`config.mk`:
```
export PLATFORM = sky130hd
export DESIGN_NAME = mdu_hilo_iter_flat
export DESIGN_NICKNAME = d
export VERILOG_FILES = /design/src/rtl/mdu_hilo_iter_pkg.sv /design/src/rtl/mdu_hilo_iter_if.sv /design/src/rtl/mdu_hilo_iter_step.sv /design/src/rtl/mdu_hilo_iter.sv /design/src/flat_wrapper.sv
export SDC_FILE = /design/constraint.sdc
export NUM_CORES = 1
export LEC_CHECK = 0
export CAP_MARGIN = 20
export CORE_UTILIZATION = 30
export CTS_BUF_LIST = sky130_fd_sc_hd__clkbuf_2
export CTS_CLUSTER_SIZE = 30
export DETAILED_ROUTE_END_ITERATION = 7
export PLACE_DENSITY = 0.57
export SLEW_MARGIN = 0
export SYNTH_ARGS = -nofsm -noshare
export SYNTH_HDL_FRONTEND = slang
export SYNTH_SLANG_ARGS = --single-unit
export TNS_END_PERCENT = 5
```
`constraint.sdc`:
```
create_clock -name clk -period 4.4 [get_ports clk]
set_input_delay 0.66 -clock clk [delete_from_list [all_inputs] [get_ports clk]]
set_output_delay 0.66 -clock clk [all_outputs]
set_load 0.02 [all_outputs]
```
`src/rtl/mdu_hilo_iter_pkg.sv`:
```
// ---------------------------------------------------------------------------
// mdu_pkg
//   Shared definitions for the iterative multiply/divide unit:
//     - op encodings carried on the 2-bit op port
//     - FSM state encoding
//     - small helpers decoding the op field
// ---------------------------------------------------------------------------
package mdu_pkg;

  typedef enum logic [1:0] {
    MDU_MULU = 2'b00,
    MDU_MUL  = 2'b01,
    MDU_DIVU = 2'b10,
    MDU_DIV  = 2'b11
  } mdu_op_e;

  typedef enum logic [1:0] {
    IDLE = 2'd0,
    CALC = 2'd1,
    FIX  = 2'd2
  } mdu_state_e;

  // Upper op bit selects divide, lower op bit selects signed arithmetic.
  function automatic logic is_div(input logic [1:0] op);
    return op[1];
  endfunction

  function automatic logic is_signed_op(input logic [1:0] op);
    return op[0];
  endfunction

endpackage

```
`src/rtl/mdu_hilo_iter_if.sv`:
```
// ---------------------------------------------------------------------------
// mdu_hilo_iter_if
//   Request/result bundle between the EX stage and the multiply/divide unit.
//   master : pipeline side (drives start/op/operands/flush/MTHI/MTLO)
//   slave  : unit side (drives busy/done/div_by_zero/hi/lo)
// ---------------------------------------------------------------------------
interface mdu_hilo_iter_if #(
  parameter int WIDTH = 16
);

  logic             start;
  logic [1:0]       op;
  logic [WIDTH-1:0] src_a;
  logic [WIDTH-1:0] src_b;
  logic             flush;
  logic             hi_we;
  logic             lo_we;
  logic [WIDTH-1:0] wdata;
  logic             busy;
  logic             done;
  logic             div_by_zero;
  logic [WIDTH-1:0] hi;
  logic [WIDTH-1:0] lo;

  modport master (
    output start, op, src_a, src_b, flush, hi_we, lo_we, wdata,
    input  busy, done, div_by_zero, hi, lo
  );

  modport slave (
    input  start, op, src_a, src_b, flush, hi_we, lo_we, wdata,
    output busy, done, div_by_zero, hi, lo
  );

endinterface

```
`src/rtl/mdu_hilo_iter_step.sv`:
```
// ---------------------------------------------------------------------------
// mdu_step
//   One iteration of the multiply/divide datapath (purely combinational).
//
//   Ports:
//     div_mode  in   1        1 = restoring-divide step, 0 = shift-add step
//     acc_in    in   2*WIDTH  running accumulator
//     operand   in   WIDTH    multiplicand (multiply) or divisor (divide)
//     acc_out   out  2*WIDTH  accumulator after this iteration
//
//   Multiply layout: {partial_product_hi, remaining_multiplier_bits}.
//     The LSB of the accumulator is the current multiplier bit; the sum is
//     shifted right so the product settles in place after WIDTH steps.
//   Divide layout:   {partial_remainder, remaining_dividend/quotient_bits}.
//     The accumulator shifts left; each quotient bit enters at the LSB, so
//     after WIDTH steps the low half is the quotient and the high half is
//     the remainder.
// ---------------------------------------------------------------------------
module mdu_step #(
  parameter int WIDTH = 16
) (
  input  logic               div_mode,
  input  logic [2*WIDTH-1:0] acc_in,
  input  logic [WIDTH-1:0]   operand,
  output logic [2*WIDTH-1:0] acc_out
);

  logic [WIDTH:0] add_sum;
  logic [WIDTH:0] trial;
  logic [WIDTH:0] diff;
  logic           fits;

  always_comb begin
    // W+1-bit sum keeps the carry so it can shift into the product MSB.
    add_sum = {1'b0, acc_in[2*WIDTH-1:WIDTH]}
            + (acc_in[0] ? {1'b0, operand} : '0);

    // Partial remainder is always below the divisor, so the shifted trial
    // value fits W+1 bits and the difference, when taken, fits W bits.
    trial   = {acc_in[2*WIDTH-1:WIDTH], acc_in[WIDTH-1]};
    fits    = (trial >= {1'b0, operand});
    diff    = trial - {1'b0, operand};

    if (div_mode) begin
      if (fits) begin
        acc_out = {diff[WIDTH-1:0], acc_in[WIDTH-2:0], 1'b1};
      end else begin
        acc_out = {trial[WIDTH-1:0], acc_in[WIDTH-2:0], 1'b0};
      end
    end else begin
      acc_out = {add_sum, acc_in[WIDTH-1:1]};
    end
  end

endmodule

```
`src/rtl/mdu_hilo_iter.sv`:
```
// ---------------------------------------------------------------------------
// mdu_hilo_iter
//   Iterative multiply/divide unit owning the Hi/Lo register pair.
//   An accepted operation takes WIDTH iteration cycles plus one sign-fix
//   cycle; busy is held meanwhile so the hazard unit can stall the front end.
//
//   Ports:
//     clk   in   system clock, rising edge
//     rest  in   asynchronous active-low reset
//     bus   slave side of mdu_hilo_iter_if:
//             start/op/src_a/src_b  operation request (sampled in IDLE only)
//             flush                 abort in-flight operation
//             hi_we/lo_we/wdata     MTHI/MTLO writes (honoured in IDLE only)
//             busy                  operation in flight
//             done                  one-cycle pulse on result or div-by-zero
//             div_by_zero           one-cycle pulse coincident with done
//             hi/lo                 Hi and Lo registers
// ---------------------------------------------------------------------------
module mdu_hilo_iter #(
  parameter int WIDTH = 16,
  parameter int CNT_W = $clog2(WIDTH + 1)
) (
  input  logic           clk,
  input  logic           rest,
  mdu_hilo_iter_if.slave bus
);

  import mdu_pkg::*;

  localparam int W2 = 2 * WIDTH;

  mdu_state_e       state_q, state_d;
  logic [CNT_W-1:0] cnt_q, cnt_d;
  logic [W2-1:0]    acc_q, acc_d;
  logic [WIDTH-1:0] opnd_q, opnd_d;
  logic             div_q, div_d;
  logic             neg_res_q, neg_res_d;   // negate product / quotient
  logic             neg_rem_q, neg_rem_d;   // negate remainder
  logic [WIDTH-1:0] hi_q, hi_d;
  logic [WIDTH-1:0] lo_q, lo_d;
  logic             busy_q, busy_d;
  logic             done_q, done_d;
  logic             dbz_q, dbz_d;

  logic             a_neg, b_neg;
  logic [WIDTH-1:0] mag_a, mag_b;
  logic [W2-1:0]    step_acc;
  logic [W2-1:0]    prod_fix;
  logic [WIDTH-1:0] quo_mag, rem_mag;
  logic [WIDTH-1:0] quo_fix, rem_fix;

  // -------------------------------------------------------------------------
  // Operand conditioning: signed ops run on magnitudes. Negating the most
  // negative value yields the same bit pattern, which is its correct
  // unsigned magnitude, so no special case is needed.
  // -------------------------------------------------------------------------
  always_comb begin
    a_neg = is_signed_op(bus.op) & bus.src_a[WIDTH-1];
    b_neg = is_signed_op(bus.op) & bus.src_b[WIDTH-1];
    mag_a = a_neg ? -bus.src_a : bus.src_a;
    mag_b = b_neg ? -bus.src_b : bus.src_b;
  end

  mdu_step #(
    .WIDTH (WIDTH)
  ) u_step (
    .div_mode (div_q),
    .acc_in   (acc_q),
    .operand  (opnd_q),
    .acc_out  (step_acc)
  );

  // -------------------------------------------------------------------------
  // Sign correction applied in FIX. Quotient negation truncates toward
  // zero because it is applied to the magnitude quotient; remainder takes
  // the dividend's sign. MIN / -1 wraps back to MIN naturally.
  // -------------------------------------------------------------------------
  always_comb begin
    quo_mag  = acc_q[WIDTH-1:0];
    rem_mag  = acc_q[W2-1:WIDTH];
    prod_fix = neg_res_q ? -acc_q : acc_q;
    quo_fix  = neg_res_q ? -quo_mag : quo_mag;
    rem_fix  = neg_rem_q ? -rem_mag : rem_mag;
  end

  // -------------------------------------------------------------------------
  // Next-state logic
  // -------------------------------------------------------------------------
  always_comb begin
    state_d   = state_q;
    cnt_d     = cnt_q;
    acc_d     = acc_q;
    opnd_d    = opnd_q;
    div_d     = div_q;
    neg_res_d = neg_res_q;
    neg_rem_d = neg_rem_q;
    hi_d      = hi_q;
    lo_d      = lo_q;
    busy_d    = busy_q;
    done_d    = 1'b0;
    dbz_d     = 1'b0;

    case (state_q)
      IDLE: begin
        // MTHI/MTLO land here; a start on the same edge still proceeds and
        // its result overwrites them later.
        if (bus.hi_we) hi_d = bus.wdata;
        if (bus.lo_we) lo_d = bus.wdata;

        if (bus.start && !bus.flush) begin
          if (is_div(bus.op) && (bus.src_b == '0)) begin
            // Flag immediately; Hi/Lo keep their contents.
            done_d = 1'b1;
            dbz_d  = 1'b1;
          end else begin
            state_d   = CALC;
            busy_d    = 1'b1;
            cnt_d     = CNT_W'(WIDTH);
            div_d     = is_div(bus.op);
            neg_res_d = a_neg ^ b_neg;
            neg_rem_d = a_neg;
            if (is_div(bus.op)) begin
              acc_d  = {{WIDTH{1'b0}}, mag_a};
              opnd_d = mag_b;
            end else begin
              acc_d  = {{WIDTH{1'b0}}, mag_b};
              opnd_d = mag_a;
            end
          end
        end
      end

      CALC: begin
        if (bus.flush) begin
          state_d = IDLE;
          busy_d  = 1'b0;
        end else begin
          acc_d = step_acc;
          cnt_d = cnt_q - CNT_W'(1);
          if (cnt_q == CNT_W'(1)) begin
            state_d = FIX;
          end
        end
      end

      FIX: begin
        state_d = IDLE;
        busy_d  = 1'b0;
        if (!bus.flush) begin
          done_d = 1'b1;
          if (div_q) begin
            lo_d = quo_fix;
            hi_d = rem_fix;
          end else begin
            hi_d = prod_fix[W2-1:WIDTH];
            lo_d = prod_fix[WIDTH-1:0];
          end
        end
      end

      default: begin
        state_d = IDLE;
        busy_d  = 1'b0;
      end
    endcase
  end

  // -------------------------------------------------------------------------
  // State and output registers
  // -------------------------------------------------------------------------
  always_ff @(posedge clk or negedge rest) begin
    if (!rest) begin
      state_q   <= IDLE;
      cnt_q     <= '0;
      acc_q     <= '0;
      opnd_q    <= '0;
      div_q     <= 1'b0;
      neg_res_q <= 1'b0;
      neg_rem_q <= 1'b0;
      hi_q      <= '0;
      lo_q      <= '0;
      busy_q    <= 1'b0;
      done_q    <= 1'b0;
      dbz_q     <= 1'b0;
    end else begin
      state_q   <= state_d;
      cnt_q     <= cnt_d;
      acc_q     <= acc_d;
      opnd_q    <= opnd_d;
      div_q     <= div_d;
      neg_res_q <= neg_res_d;
      neg_rem_q <= neg_rem_d;
      hi_q      <= hi_d;
      lo_q      <= lo_d;
      busy_q    <= busy_d;
      done_q    <= done_d;
      dbz_q     <= dbz_d;
    end
  end

  assign bus.busy        = busy_q;
  assign bus.done        = done_q;
  assign bus.div_by_zero = dbz_q;
  assign bus.hi          = hi_q;
  assign bus.lo          = lo_q;

endmodule

```
`src/flat_wrapper.sv`:
```
// flat-port wrapper written by rule: the top's interface ports become plain ports
module mdu_hilo_iter_flat import mdu_pkg::*;
#(
  parameter int WIDTH = 16,
  parameter int CNT_W = $clog2(WIDTH + 1)
)
  (clk, rest, bus_start, bus_op, bus_src_a, bus_src_b, bus_flush, bus_hi_we, bus_lo_we, bus_wdata, bus_busy, bus_done, bus_div_by_zero, bus_hi, bus_lo);
  mdu_hilo_iter_if #(.WIDTH(WIDTH)) bus_i ();
  input  logic clk;
  input  logic rest;
  input wire logic [$bits(bus_i.start)-1:0] bus_start;
  input wire logic [$bits(bus_i.op)-1:0] bus_op;
  input wire logic [$bits(bus_i.src_a)-1:0] bus_src_a;
  input wire logic [$bits(bus_i.src_b)-1:0] bus_src_b;
  input wire logic [$bits(bus_i.flush)-1:0] bus_flush;
  input wire logic [$bits(bus_i.hi_we)-1:0] bus_hi_we;
  input wire logic [$bits(bus_i.lo_we)-1:0] bus_lo_we;
  input wire logic [$bits(bus_i.wdata)-1:0] bus_wdata;
  output wire logic [$bits(bus_i.busy)-1:0] bus_busy;
  output wire logic [$bits(bus_i.done)-1:0] bus_done;
  output wire logic [$bits(bus_i.div_by_zero)-1:0] bus_div_by_zero;
  output wire logic [$bits(bus_i.hi)-1:0] bus_hi;
  output wire logic [$bits(bus_i.lo)-1:0] bus_lo;
  assign bus_i.start = bus_start;
  assign bus_i.op = bus_op;
  assign bus_i.src_a = bus_src_a;
  assign bus_i.src_b = bus_src_b;
  assign bus_i.flush = bus_flush;
  assign bus_i.hi_we = bus_hi_we;
  assign bus_i.lo_we = bus_lo_we;
  assign bus_i.wdata = bus_wdata;
  assign bus_busy = bus_i.busy;
  assign bus_done = bus_i.done;
  assign bus_div_by_zero = bus_i.div_by_zero;
  assign bus_hi = bus_i.hi;
  assign bus_lo = bus_i.lo;
  mdu_hilo_iter #(.WIDTH(WIDTH), .CNT_W(CNT_W)) u_core (.clk(clk), .rest(rest), .bus(bus_i));
endmodule
```
==> impl_metrics.tcl <==
set metrics [dict create \
    seq_area_frac_synth_pct 30.5 \
    pwr-share-clk_pct 10.9 \
    cp_slowest_stage_delay_ns 0.56 \
    skew_ns 0.0425 \
    cts_resized 0 \
    cp_common_cell "a21oi_1" \
    start_util_pct 31.0 \
    setup-tns-final_ns 0 \
    finalPower_uw 4050 \
    crit_type "reg2reg" \
    fillers 2585 \
    critPathMaxFanout 15 \
    synth_area_um2 7620 \
    wirelength_um 23800 \
    fp-row-count 57 \
    nets 1113 \
    hold_buffers 0 \
    hold_violations 0 \
    swShare_pct 48.1 \
    post_drt_via_cell_ratio 5.30 \
    drc 0 \
    setup_violations 0 \
    drtAntennaViolNets 0 \
    leakagePower_uw 0.00379 \
    vias 7145 \
    synth_cell_types 73 \
    syn_to_final_growth_pct 16.8 \
    drt_iter0_markers 619 \
    tritoncts "built" \
    max_cap_violations 0 \
    max-vdd-ir-drop_v 0.000143 \
    pwr-share-seq_pct 33.9 \
    worstPathCellList "inv_1, nor2_1, ha_1, nand2b_1, a21oi_1, o21ai_1, o311ai_2, a21oi_1, or4b_1, nand4_1, or3_1" \
    critPathLaunchType "register" \
    required_ns 4.98 \
    synth-edff-count 0 \
    slowest_stage "dfrtp_1" \
    grt_pass1_vias 6653 \
    gp_congestion 0.872 \
    clock_path_buffers 2 \
    internal-power_uw 2100 \
    firstDrtPassIters 5 \
    wire_per_inst_um 17.6 \
    overflow 0 \
    antenna_found_initial 1 \
    die_area_um2 26100 \
    async_reset_ff_share_pct 100 \
    status "complete, no violations" \
    grt_pass1_wl_um 37200 \
    synth.area.top_cells "dfrtp_1, ha_1, nor2_1, nand2_1, a21oi_1" \
    maxSlewViolCount 0 \
    grt_max_degree 73 \
    synth-warning-count 0 \
    worst_slew_pin_slew_ns 0.968 \
    period_needed_ns 3.51 \
    dp.final_hpwl_um 18200 \
    numCtsBuffers 9 \
    rsz0062_at_grt "no" \
    path_clk_slew_ns 0.31 \
    track_usage_pct 18.4 \
    whs_ns 0.110 \
    fp.dieW_um 161 \
    min_period_over_period_pct 79.7 \
    cts_max_level 3 \
    io_buffers 90 \
    synth_most_common_cell "nor2_1" \
    crit_arrival_ns 4.08 \
    ys_seq_elements 93 \
    post-cts-setup-buffer-count 0 \
    avgSynthCellArea_um2 7.97 \
    pwr-share-comb_pct 55.2 \
    synth_largest_area_cell "dfrtp_1" \
    setup.worst_path.end_class "register" \
    fmax_ghz 0.285 \
    maxSlewHeadroom_pct 35.2 \
    final_layout_size_suffix_gt1_share_pct 4.60 \
    netlist_instances 957 \
    power.switching_uw 1950 \
    core_area_um2 24600 \
    ys.flop_type "dfrtp_1" \
    hp-class "in2async" \
    die_h_um 161 \
    synth_commonest_cells "nor2_1, nand2_1, dfrtp_1" \
    yosysTopAreaCellShare_pct 30.5 \
    cts_sinks 93 \
    pin_count 91 \
    power_density_nw_per_um2 455 \
    clk-insertion-delay-late_ns 0.64 \
    synth_fp_nets 1053 \
    cts_root_buf "clkbuf_2" \
]
==> metrics by stage <==
| stage | std cells | cell area [um^2] | utilization (%) | setup WS (ns) |
|---|---|---|---|---|
| 2_1_floorplan | 957 | 7620 | - | 1.54 |
| 4_1_cts | 1345 | 8890 | 36.1 | 0.988 |
| 3_5_place_dp | 1329 | 8790 | 35.7 | 0.995 |
| 5_1_grt | 1347 | 8900 | 36.2 | 0.783 |
| 3_3_place_gp | 1329 | 8790 | 35.7 | 1.04 |
| 6_report | 1347 | 8900 | 36.2 | 0.894 |
==> cells in the final DEF, fill, tap and decap left out, types with 4 or more instances in the layout <==
master,netlist,final
a21oi_1,73,73
a31oi_1,15,15
o21a_1,11,11
or4_1,7,7
and3_1,5,5
buf_4,2,12
clkbuf_2,0,10
inv_1,38,38
a221o_1,4,4
or3_1,12,12
nor2b_1,8,8
nand2b_1,24,24
a22oi_1,9,9
a211oi_1,12,12
o41ai_1,5,5
and2_1,4,4
nor3_1,12,12
dfrtp_1,93,93
nor4_1,10,10
o21ai_0,71,71
o21ai_1,5,5
clkdlybuf4s50_1,0,89
a21o_1,18,18
nor4b_1,4,4
xor2_1,38,38
nand3_1,17,17
ha_1,38,38
xnor2_1,38,38
a21boi_0,5,5
nand3b_1,5,5
o211ai_1,7,7
mux2i_1,27,27
nand2_1,98,98
o31ai_1,17,17
nor2_1,122,122
==> final cells by class <==
class | count | area (um^2) | area share (%)
Multi-Input combinational cell | 774 | 4940 | 55.5
Sequential cell | 93 | 2330 | 26.1
Timing Repair Buffer | 101 | 981 | 11.0
Tap cell | 324 | 405 | 4.55
Inverter | 38 | 143 | 1.60
Clock inverter | 6 | 53.8 | 0.604
Clock buffer | 10 | 50.0 | 0.562
Antenna cell | 1 | 2.50 | 0.0281
==> final timing paths <==
check                                              start  slack [ns]  cells past startpoint                       endpoint
min                                                 rest        0.11                      1    u_core.acc_q[5]$_DFFE_PN0P_
max reg2reg                  u_core.acc_q[0]$_DFFE_PN0P_        0.89                     11   u_core.acc_q[29]$_DFFE_PN0P_
max in group asynchronous                           rest        3.34                      2   u_core.opnd_q[5]$_DFFE_PN0P_
max                          u_core.acc_q[0]$_DFFE_PN0P_        0.89                     11   u_core.acc_q[29]$_DFFE_PN0P_
min reg2reg                u_core.bus.lo[13]$_DFFE_PN0P_        0.52                      1  u_core.bus.lo[13]$_DFFE_PN0P_
min in group clk           u_core.bus.lo[13]$_DFFE_PN0P_        0.52                      1  u_core.bus.lo[13]$_DFFE_PN0P_
==> routing by layer <==
metal	track usage [%]	wire (um)
met1	27.4	11900
met2	27.5	10400
met3	2.03	990
met4	5.66	464
met5	0	0
==> logic make-up (layout without fill, tap and decap cells) <==
logic type / after synthesis / count (layout) / synth area share (%)
buffers and inverters: 90 / 155 / 4.68
multiplexers: 30 / 30 / 3.99
XOR/XNOR: 76 / 76 / 8.73
flip-flops: 93 / 93 / 30.5
AO/OA/AOI/OAI: 284 / 284 / 23.9
adder cells (fa/ha/maj): 40 / 40 / 6.76
AND/OR/NAND/NOR: 344 / 344 / 21.4
other: 0 / 1 / 0
==> sequential cells by signal, indices dropped and copies added (netlist names), 2 cells and up <==
name	cells
u_core.bus.lo	16
u_core.acc_q	32
u_core.cnt_q	5
u_core.state_q	2
u_core.opnd_q	16
u_core.bus.hi	16
==> critical path: cells and delay by family (launching register included) <==
kind	cells	cell delay, ns
flip-flops	1	0.56
AO/OA/AOI/OAI	4	1.05
AND/OR/NAND/NOR	5	1.02
adder cells (fa/ha/maj)	1	0.35
buffers and inverters	1	0.50
==> power by group through the flow <==
stage	clock network (uW)	logic [uW]	registers, uW
final	440	2230	1370
after global routing	481	2480	1400
after CTS	451	2220	1370
after detailed placement	0	2210	1380
after global placement	0	2190	1380
after floorplan	0	1630	1290
Power figures use the tool's default switching activity.
